===== src/rtl/sprite_row_fetcher.sv =====
// sprite_row_fetcher
//   Reader side of the sprite ROM. A (tile code, row) request is turned into
//   a ROM address; the returned row is latched and streamed out one pixel per
//   clock, column 0 first. Column 0 is the row MSB unless the optional
//   horizontal mirror is enabled and requested.
//
//   Optional feature macro: SPRITE_MIRROR_EN
//     defined   -> mirror is captured with each request; a mirrored request
//                  streams LSB first (column 0 = bit 0).
//     undefined -> mirror port is present but ignored; always MSB first.
//
//   FSM: IDLE -> FETCH (1 cycle) -> SHIFT (DATA_WIDTH cycles) -> DONE (1) -> IDLE.
//   All outputs come straight from registers.

module sprite_row_fetcher #(
  parameter  int CODE_WIDTH = 2,
  parameter  int ROW_WIDTH  = 5,
  parameter  int DATA_WIDTH = 32,
  parameter  int ADDR_WIDTH = 7,
  localparam int COL_WIDTH  = $clog2(DATA_WIDTH)
) (
  input  logic                  Clk,
  input  logic                  Reset,
  input  logic                  start,
  input  logic [CODE_WIDTH-1:0] tile_code,
  input  logic [ROW_WIDTH-1:0]  row,
  input  logic                  mirror,
  output logic [ADDR_WIDTH-1:0] rom_addr,
  input  logic [DATA_WIDTH-1:0] rom_data,
  output logic                  busy,
  output logic                  pixel_valid,
  output logic                  pixel,
  output logic [COL_WIDTH-1:0]  col,
  output logic                  done
);

  typedef enum logic [1:0] {
    S_IDLE  = 2'd0,
    S_FETCH = 2'd1,
    S_SHIFT = 2'd2,
    S_DONE  = 2'd3
  } state_t;

  localparam logic [COL_WIDTH-1:0] LAST_COL = COL_WIDTH'(DATA_WIDTH - 1);

  state_t                r_state;
  logic [CODE_WIDTH-1:0] r_code;
  logic [ROW_WIDTH-1:0]  r_row;
  logic [DATA_WIDTH-1:0] r_shift;
  logic [COL_WIDTH-1:0]  r_col;
  logic                  r_busy;
  logic                  r_pixel_valid;
  logic                  r_pixel;
  logic                  r_done;

  // Request is accepted only from IDLE; Reset has priority over start.
  logic                  w_accept;
  assign w_accept = (r_state == S_IDLE) && start;

  // Effective scan direction of the request currently in flight.
  logic                  w_mirror_q;

`ifdef SPRITE_MIRROR_EN
  logic                  r_mirror;

  // Capture the flip request together with the code/row of an accepted start.
  always_ff @(posedge Clk) begin
    if (Reset) begin
      r_mirror <= 1'b0;
    end else if (w_accept) begin
      r_mirror <= mirror;
    end
  end

  assign w_mirror_q = r_mirror;
`else
  // Mirror is not supported in this build; the port is kept for pin compatibility.
  logic                  w_unused_mirror;
  assign w_unused_mirror = mirror;
  assign w_mirror_q      = 1'b0;
`endif

  // First pixel of a freshly loaded row, taken directly from the ROM data.
  logic                  w_load_pixel;
  assign w_load_pixel = w_mirror_q ? rom_data[0] : rom_data[DATA_WIDTH-1];

  // Pixel that becomes current after the next shift, and the shifted row.
  logic                  w_next_pixel;
  logic [DATA_WIDTH-1:0] w_shift_next;
  assign w_next_pixel = w_mirror_q ? r_shift[1] : r_shift[DATA_WIDTH-2];
  assign w_shift_next = w_mirror_q ? (r_shift >> 1) : (r_shift << 1);

  // Main FSM with registered outputs.
  always_ff @(posedge Clk) begin
    if (Reset) begin
      r_state       <= S_IDLE;
      r_code        <= '0;
      r_row         <= '0;
      r_shift       <= '0;
      r_col         <= '0;
      r_busy        <= 1'b0;
      r_pixel_valid <= 1'b0;
      r_pixel       <= 1'b0;
      r_done        <= 1'b0;
    end else begin
      case (r_state)
        S_IDLE: begin
          r_done <= 1'b0;
          if (start) begin
            // ROM address follows code/row, so it only moves on an accepted start.
            r_code  <= tile_code;
            r_row   <= row;
            r_busy  <= 1'b1;
            r_state <= S_FETCH;
          end
        end

        S_FETCH: begin
          // ROM data for {code,row} is valid this cycle; latch it and present column 0.
          r_shift       <= rom_data;
          r_col         <= '0;
          r_pixel       <= w_load_pixel;
          r_pixel_valid <= 1'b1;
          r_state       <= S_SHIFT;
        end

        S_SHIFT: begin
          r_shift <= w_shift_next;
          if (r_col == LAST_COL) begin
            // Column counter stops at the last column; it is held through DONE.
            r_pixel_valid <= 1'b0;
            r_pixel       <= 1'b0;
            r_done        <= 1'b1;
            r_state       <= S_DONE;
          end else begin
            r_col   <= r_col + 1'b1;
            r_pixel <= w_next_pixel;
          end
        end

        S_DONE: begin
          r_done  <= 1'b0;
          r_busy  <= 1'b0;
          r_state <= S_IDLE;
        end

        default: begin
          r_state       <= S_IDLE;
          r_busy        <= 1'b0;
          r_pixel_valid <= 1'b0;
          r_pixel       <= 1'b0;
          r_done        <= 1'b0;
        end
      endcase
    end
  end

  assign rom_addr    = {r_code, r_row};
  assign busy        = r_busy;
  assign pixel_valid = r_pixel_valid;
  assign pixel       = r_pixel;
  assign col         = r_col;
  assign done        = r_done;

endmodule

===== config.mk =====
export PLATFORM = sky130hd
export DESIGN_NAME = sprite_row_fetcher
export DESIGN_NICKNAME = d
export VERILOG_FILES = /design/src/rtl/sprite_row_fetcher.sv
export SDC_FILE = /design/constraint.sdc
export NUM_CORES = 1
export LEC_CHECK = 0
export ABC_AREA = 1
export CAP_MARGIN = 20
export CORE_MARGIN = 2
export CORE_UTILIZATION = 44
export CTS_CLUSTER_SIZE = 20
export DETAILED_ROUTE_END_ITERATION = 10
export GPL_TIMING_DRIVEN = 0
export PLACE_DENSITY_LB_ADDON = 0.3
export SLEW_MARGIN = 20
export SYNTH_ARGS = -nofsm -noshare
export SYNTH_HDL_FRONTEND = slang
export SYNTH_SLANG_ARGS = --single-unit

===== constraint.sdc =====
create_clock -name Clk -period 2.46 [get_ports Clk]
set_input_delay 0.369 -clock Clk [delete_from_list [all_inputs] [get_ports Clk]]
set_output_delay 0.369 -clock Clk [all_outputs]
set_load 0.01 [all_outputs]

### Word-level counts from Yosys, hierarchy flattened

Cells that the tools add are included.

* output and inout port bits: 16
* input port bits: 43
* flip-flop bits (word level): 49

* add/subtract/negate cells: 1
* equality and inequality tests: 7
* reductions and logical operators: 11
* muxes and demuxes: 14

Operators by type and width (number)
* 31-bit one-hot mux with 2 select lines: 1
* 2-bit AND reduction: 6
* 5-bit one-hot mux with 2 select lines: 1
* 1-bit one-hot mux with 2 select lines: 4
* 2-bit one-hot mux with 4 select lines: 1
* 2-bit inequality test (second input constant): 3
* 2-bit nonzero test: 3
* 5-bit by 1-bit adder with 5-bit output (second input constant): 1
* 5-bit == test (second input constant): 1
* 5-bit 2-to-1 mux: 1
* 2-bit == test (second input constant): 2
* 1-bit 2-to-1 mux: 4
* 2-bit 2-to-1 mux: 2
* 2-bit by 1-bit == test with 1-bit output (second input constant): 1
* 2-bit zero test: 1
* 2-bit OR reduction: 1

### Depth between registers and ports, before layout

* word-level depth: 4
* mapped depth: 10
* gate-level depth less buffers: 10

### Least setup slack after synthesis

OpenSTA, ideal clock, no wires.

* kind: register to register
* start: register r_col[0], in the netlist col[0]
* end: register r_col[3], in the netlist col[3]
* path buffers: 0
* stages on the path, launching flop included: 10
* setup time: 0.115 ns
* required time: 2.345 ns
* slack: 1.011 ns
* arrival: 1.334 ns
* cell sequence: dfxtp_1 > ha_1 > nand2_1 > nor2_1 > ha_1 > inv_1 > nand2_1 > nand2_1 > a21oi_1 > nor2_1

* longest elaborated chain between the ends: 3
* elaborated cells on any way between the ends: 6
* those cells by class: add/sub: 1; eq/ne: 2; mux: 2; reduce/logical: 1

Ends and longest elaborated chain
* start: declaration: line 50 `logic [COL_WIDTH-1:0] r_col;`
* start signal: assignment: line 136 `r_col <= r_col + 1'b1;`
* 5-bit by 1-bit adder with 5-bit output / 5-bit == test (equally long branches): line 136, 129
* 5-bit 2-to-1 mux / 2-bit inequality test (equally long branches)
* 5-bit one-hot mux with 2 select lines / 2-bit AND reduction (equally long branches)

Several ways; a longest one is shown, not always the timed one. The select of a mux whose other input is x is not followed.
A chain may end at the register's enable or synchronous reset.

### Worst setup path in the final report

* start: register r_col[0], in the netlist col[0]
* end: output col[0]

RTL lines
* end: declaration: line 33 `output logic [COL_WIDTH-1:0] col,`

No word-level cell between the ends.

==> results summary <==
The flow ran to the end, and the final reports show no timing, DRC or antenna violations. The arithmetic-cell share of the synthesized area counting full adders, half adders and majority gates came out at slightly below 4%. The worst IR drop on VDD came out at ~0.62 mV. The number of buffers inserted for hold repair after clock tree synthesis is 0. The chip height is about 76 µm. The root buffer cell is sky130_fd_sc_hd__clkbuf_8. The static power due to leakage is 1.38 nW. The worst setup path is launched from a register. The worst hold path belongs to the class reg -> reg. After clock tree synthesis, the repair step resized 0 gates. The number of iterations in the first detailed-routing pass came out at 4. The number of antenna violations at the first check in global routing was 0. The maximum level of the CTS H-tree came out at 2. The largest family of logic cells by synthesized area is simple AND/OR/NAND/NOR gates.

Of all nets on the critical path, the largest fanout is 5. The worst path in the final design needs a cycle of 1630 ps, including I/O delays and setup. TritonCTS built the clock tree. In this design, the largest share of critical-path delay is due to buffers and inverters. The share of final-layout standard cells stronger than drive strength 1 came out at 7.63%.

The number of pins with negative max-slew slack in the final report is 0. The critical path goes through clkdlybuf4s50_1. The synthesized instance count came out at ~300. The post-CTS repair timing setup buffer count came out at 0.

The critical setup path kind is reg -> out. The share of the yosys chip area belonging to registers came out at 43.4%. The busiest metal layer after global routing is met2. For this run, the slowest stage of the critical path takes between 500 and 600 ps. In this run the deepest clock path goes through 2 buffers.

Pin placement for this block handled just under 60 I/O pins. After synthesis, the mean cell area works out to 7.48 µm². The clock latency on the worst-skew pair is ~300 ps. Once layout is complete, the cells apart from fillers number around 440. The antenna diode count is 0. The met2 usage in global routing is 31.6%. Setup violations remaining at the end of the flow were counted as 0. The post-synthesis to final-layout area growth came out at 33.0%. The final-report hold violation count was 0. Of the post-synthesis cell area, the part taken by muxes is 0%. Counting both buffers and inverters, the worst setup path holds a total of 1. The post-layout worst setup margin is roughly 830 ps. The library cells used most frequently in the layout, excluding fill and tap cells, are sky130_fd_sc_hd__nand2_1 (74), sky130_fd_sc_hd__clkdlybuf4s50_1 (57), sky130_fd_sc_hd__dfxtp_1 (49). The portion of the clock cycle consumed by the worst path in the final layout came out at approximately 66%. The worst-case setup slack after placement is between 800 and 900 ps. The arrival time of data at the critical path endpoint came out at about 1300 ps. For the worst setup path, the data required time is between 2000 and 2500 ps.

The largest clock skew in the final design is between 7 and 8 ps. The largest net degree at the start of global routing is 16. The TritonCTS buffer count is 5. The number of DRC markers in iteration 0 came out at 112. Summing the areas of all and, or, nand and nor instances in the mapped netlist gives a little under a quarter of the synthesized area.

CTS saw about 50 sinks. Among all stages on the critical path, the largest delay is contributed by sky130_fd_sc_hd__clkdlybuf4s50_1. Global routing finished with a remaining overflow of 0. Clock-pin slew was measured on the worst setup and hold paths at approximately 80 ps.

Leaving out fill and tap cells, the most frequent cell in the layout is sky130_fd_sc_hd__nand2_1. The share of the synthesized area in the top cell type is around 43%. STA classifies the critical path endpoint as an output pin. The residual DRC count came out at 0. The floorplan die area is 5720 µm². The biggest area consumer among synthesized cells is sky130_fd_sc_hd__dfxtp_1. The number of global-route vias before repair came out at roughly 2000. The overall routing resource usage came out at around a fifth. The layout net count came out at 416. Sorting the synthesized cells by area gives the leading types as sky130_fd_sc_hd__dfxtp_1 (43%), sky130_fd_sc_hd__nand2_1 (12%), sky130_fd_sc_hd__o211ai_1 (10%). Setup repair after global routing left no endpoint under its margin.

At the pin with the least slew margin, the transition time is approximately 290 ps. The global-route met1 utilization is 25.3%. The final core area utilization came out at about three fifths. The headroom to the max-slew limit is between 80 and 90%. The placeable core area is a little over 5000 µm². The vias after detailed routing came out at 2101. The row count is 26.

The post-detailed-route wirelength per cell came out at roughly 12 µm. The initial cell density of the core came out at 44.8%. The total length of routed wires came out at 5040 µm. The share of the synthesized netlist area taken by xor and xnor gates came out at 0%. In the global route stage, met3 resource usage came out at 4.89%. The number of fill cells in the layout came out at between 400 and 500. Once placement finished, the instance area stood at roughly 2900 µm². The x dimension of the die is 75.6 µm. The number of distinct library cell variants in the gate-level netlist after synthesis is 17. Port buffering added between 50 and 60 buffers. The last weighted congestion value of the routability-driven placer is roughly 0.79. Summing the areas of all compound-gate instances in the mapped netlist gives between 15 and 20% of the synthesized area. Dividing total power by cell area gives a power density of around 1100 nW/µm². When the netlist entered floorplanning its net count stood at 352. The max capacitance violation total is 0. The remaining number of nets flagged by the antenna check after routing came out at 0. The highest clock rate is between 600 and 700 MHz.

After legalization and detailed placement, the total HPWL measured approximately 3600 µm. The post-detailed-route via-to-cell ratio is between 4 and 5. The flip-flop and latch count after synthesis came out at between 40 and 50.

Summing all non-filler instances in the final layout gives an area of between 3000 and 4000 µm². The netlist area before placement is 2260 µm². Once placement completed, the tool counted placed cells totaling roughly 430. The setup total negative slack is 0 ps.

The Yosys step of the flow raised 0 warnings. The wire length of the first global-routing pass is 8550 µm.
-- final timing paths --
path / from / endpoint / slack [ps] / cells past startpoint
min reg2reg: r_shift[27] / r_shift[27] / 490 / 2
max: col[0] / col[0] / 830 / 1
max reg2reg: col[0] / col[2] / 890 / 9
min: r_shift[27] / r_shift[27] / 490 / 2
-- final cells by class --
| type | count | area [µm²] | area share [%] |
|---|---|---|---|
| sequential | 49 | 981 | 32.7 |
| clock buffer | 6 | 72.6 | 2.42 |
| timing repair buffer | 57 | 571 | 19.0 |
| tap | 70 | 87.6 | 2.92 |
| multi-input combinational | 195 | 995 | 33.1 |
| buffer | 18 | 128 | 4.25 |
| clock inverter | 2 | 15.0 | 0.500 |
| inverter | 40 | 155 | 5.16 |
-- per-stage QoR --
step	power (mW)	hold WS, ps
6_report	3.20	486
5_1_grt	3.49	507
4_1_cts	3.23	490
3_5_place_dp	2.76	462
3_3_place_gp	2.72	461
2_1_floorplan	2.29	438
-- cell families (layout without fill, tap and decap cells) --
kind of cell | Yosys count | after routing
buffers and inverters | 58 | 123
and+or+nand+nor | 130 | 130
DFF | 49 | 49
AOI/OAI and AO/OA | 58 | 58
adders and majority gates | 7 | 7
-- sequential cells by signal, summed over array words and instances, names as in the netlist --
| signal | count |
|---|---|
| busy | 1 |
| pixel | 1 |
| col | 5 |
| r_code | 2 |
| done | 1 |
| r_shift | 31 |
| r_row | 5 |
| pixel_valid | 1 |
| r_state | 2 |
-- per-layer routing --
metal  up-vias  routed length (µm)  share of wire [%]
li1       1116                   -                  -
met3         2                 220                4.4
met2        45                2420                 48
met1       938                2380                 47
met5         -                   0                  0
met4         0                  31               0.61
-- synthesized netlist by cell type --
library cell and number:
sky130_fd_sc_hd__nor3_1 1, sky130_fd_sc_hd__a31oi_1 1, sky130_fd_sc_hd__ha_1 7, sky130_fd_sc_hd__inv_2 1, sky130_fd_sc_hd__nand2_4 1, sky130_fd_sc_hd__o21ai_0 14, sky130_fd_sc_hd__a21oi_1 13, sky130_fd_sc_hd__buf_2 9
sky130_fd_sc_hd__nand2_1 74, sky130_fd_sc_hd__nand3_1 35, sky130_fd_sc_hd__dfxtp_1 49, sky130_fd_sc_hd__buf_6 4, sky130_fd_sc_hd__inv_1 38, sky130_fd_sc_hd__buf_4 5, sky130_fd_sc_hd__o211ai_1 30, sky130_fd_sc_hd__inv_6 1
sky130_fd_sc_hd__nor2_1 19
-- power breakdown --
part	switching [mW]	total [mW]	internal [mW]	leakage [nW]
Combinational	0.896	1.57	0.674	0.940
Sequential	0.129	1.17	1.04	0.404
Clock	0.259	0.460	0.200	0.0374
(Power assumes the default switching activity.)
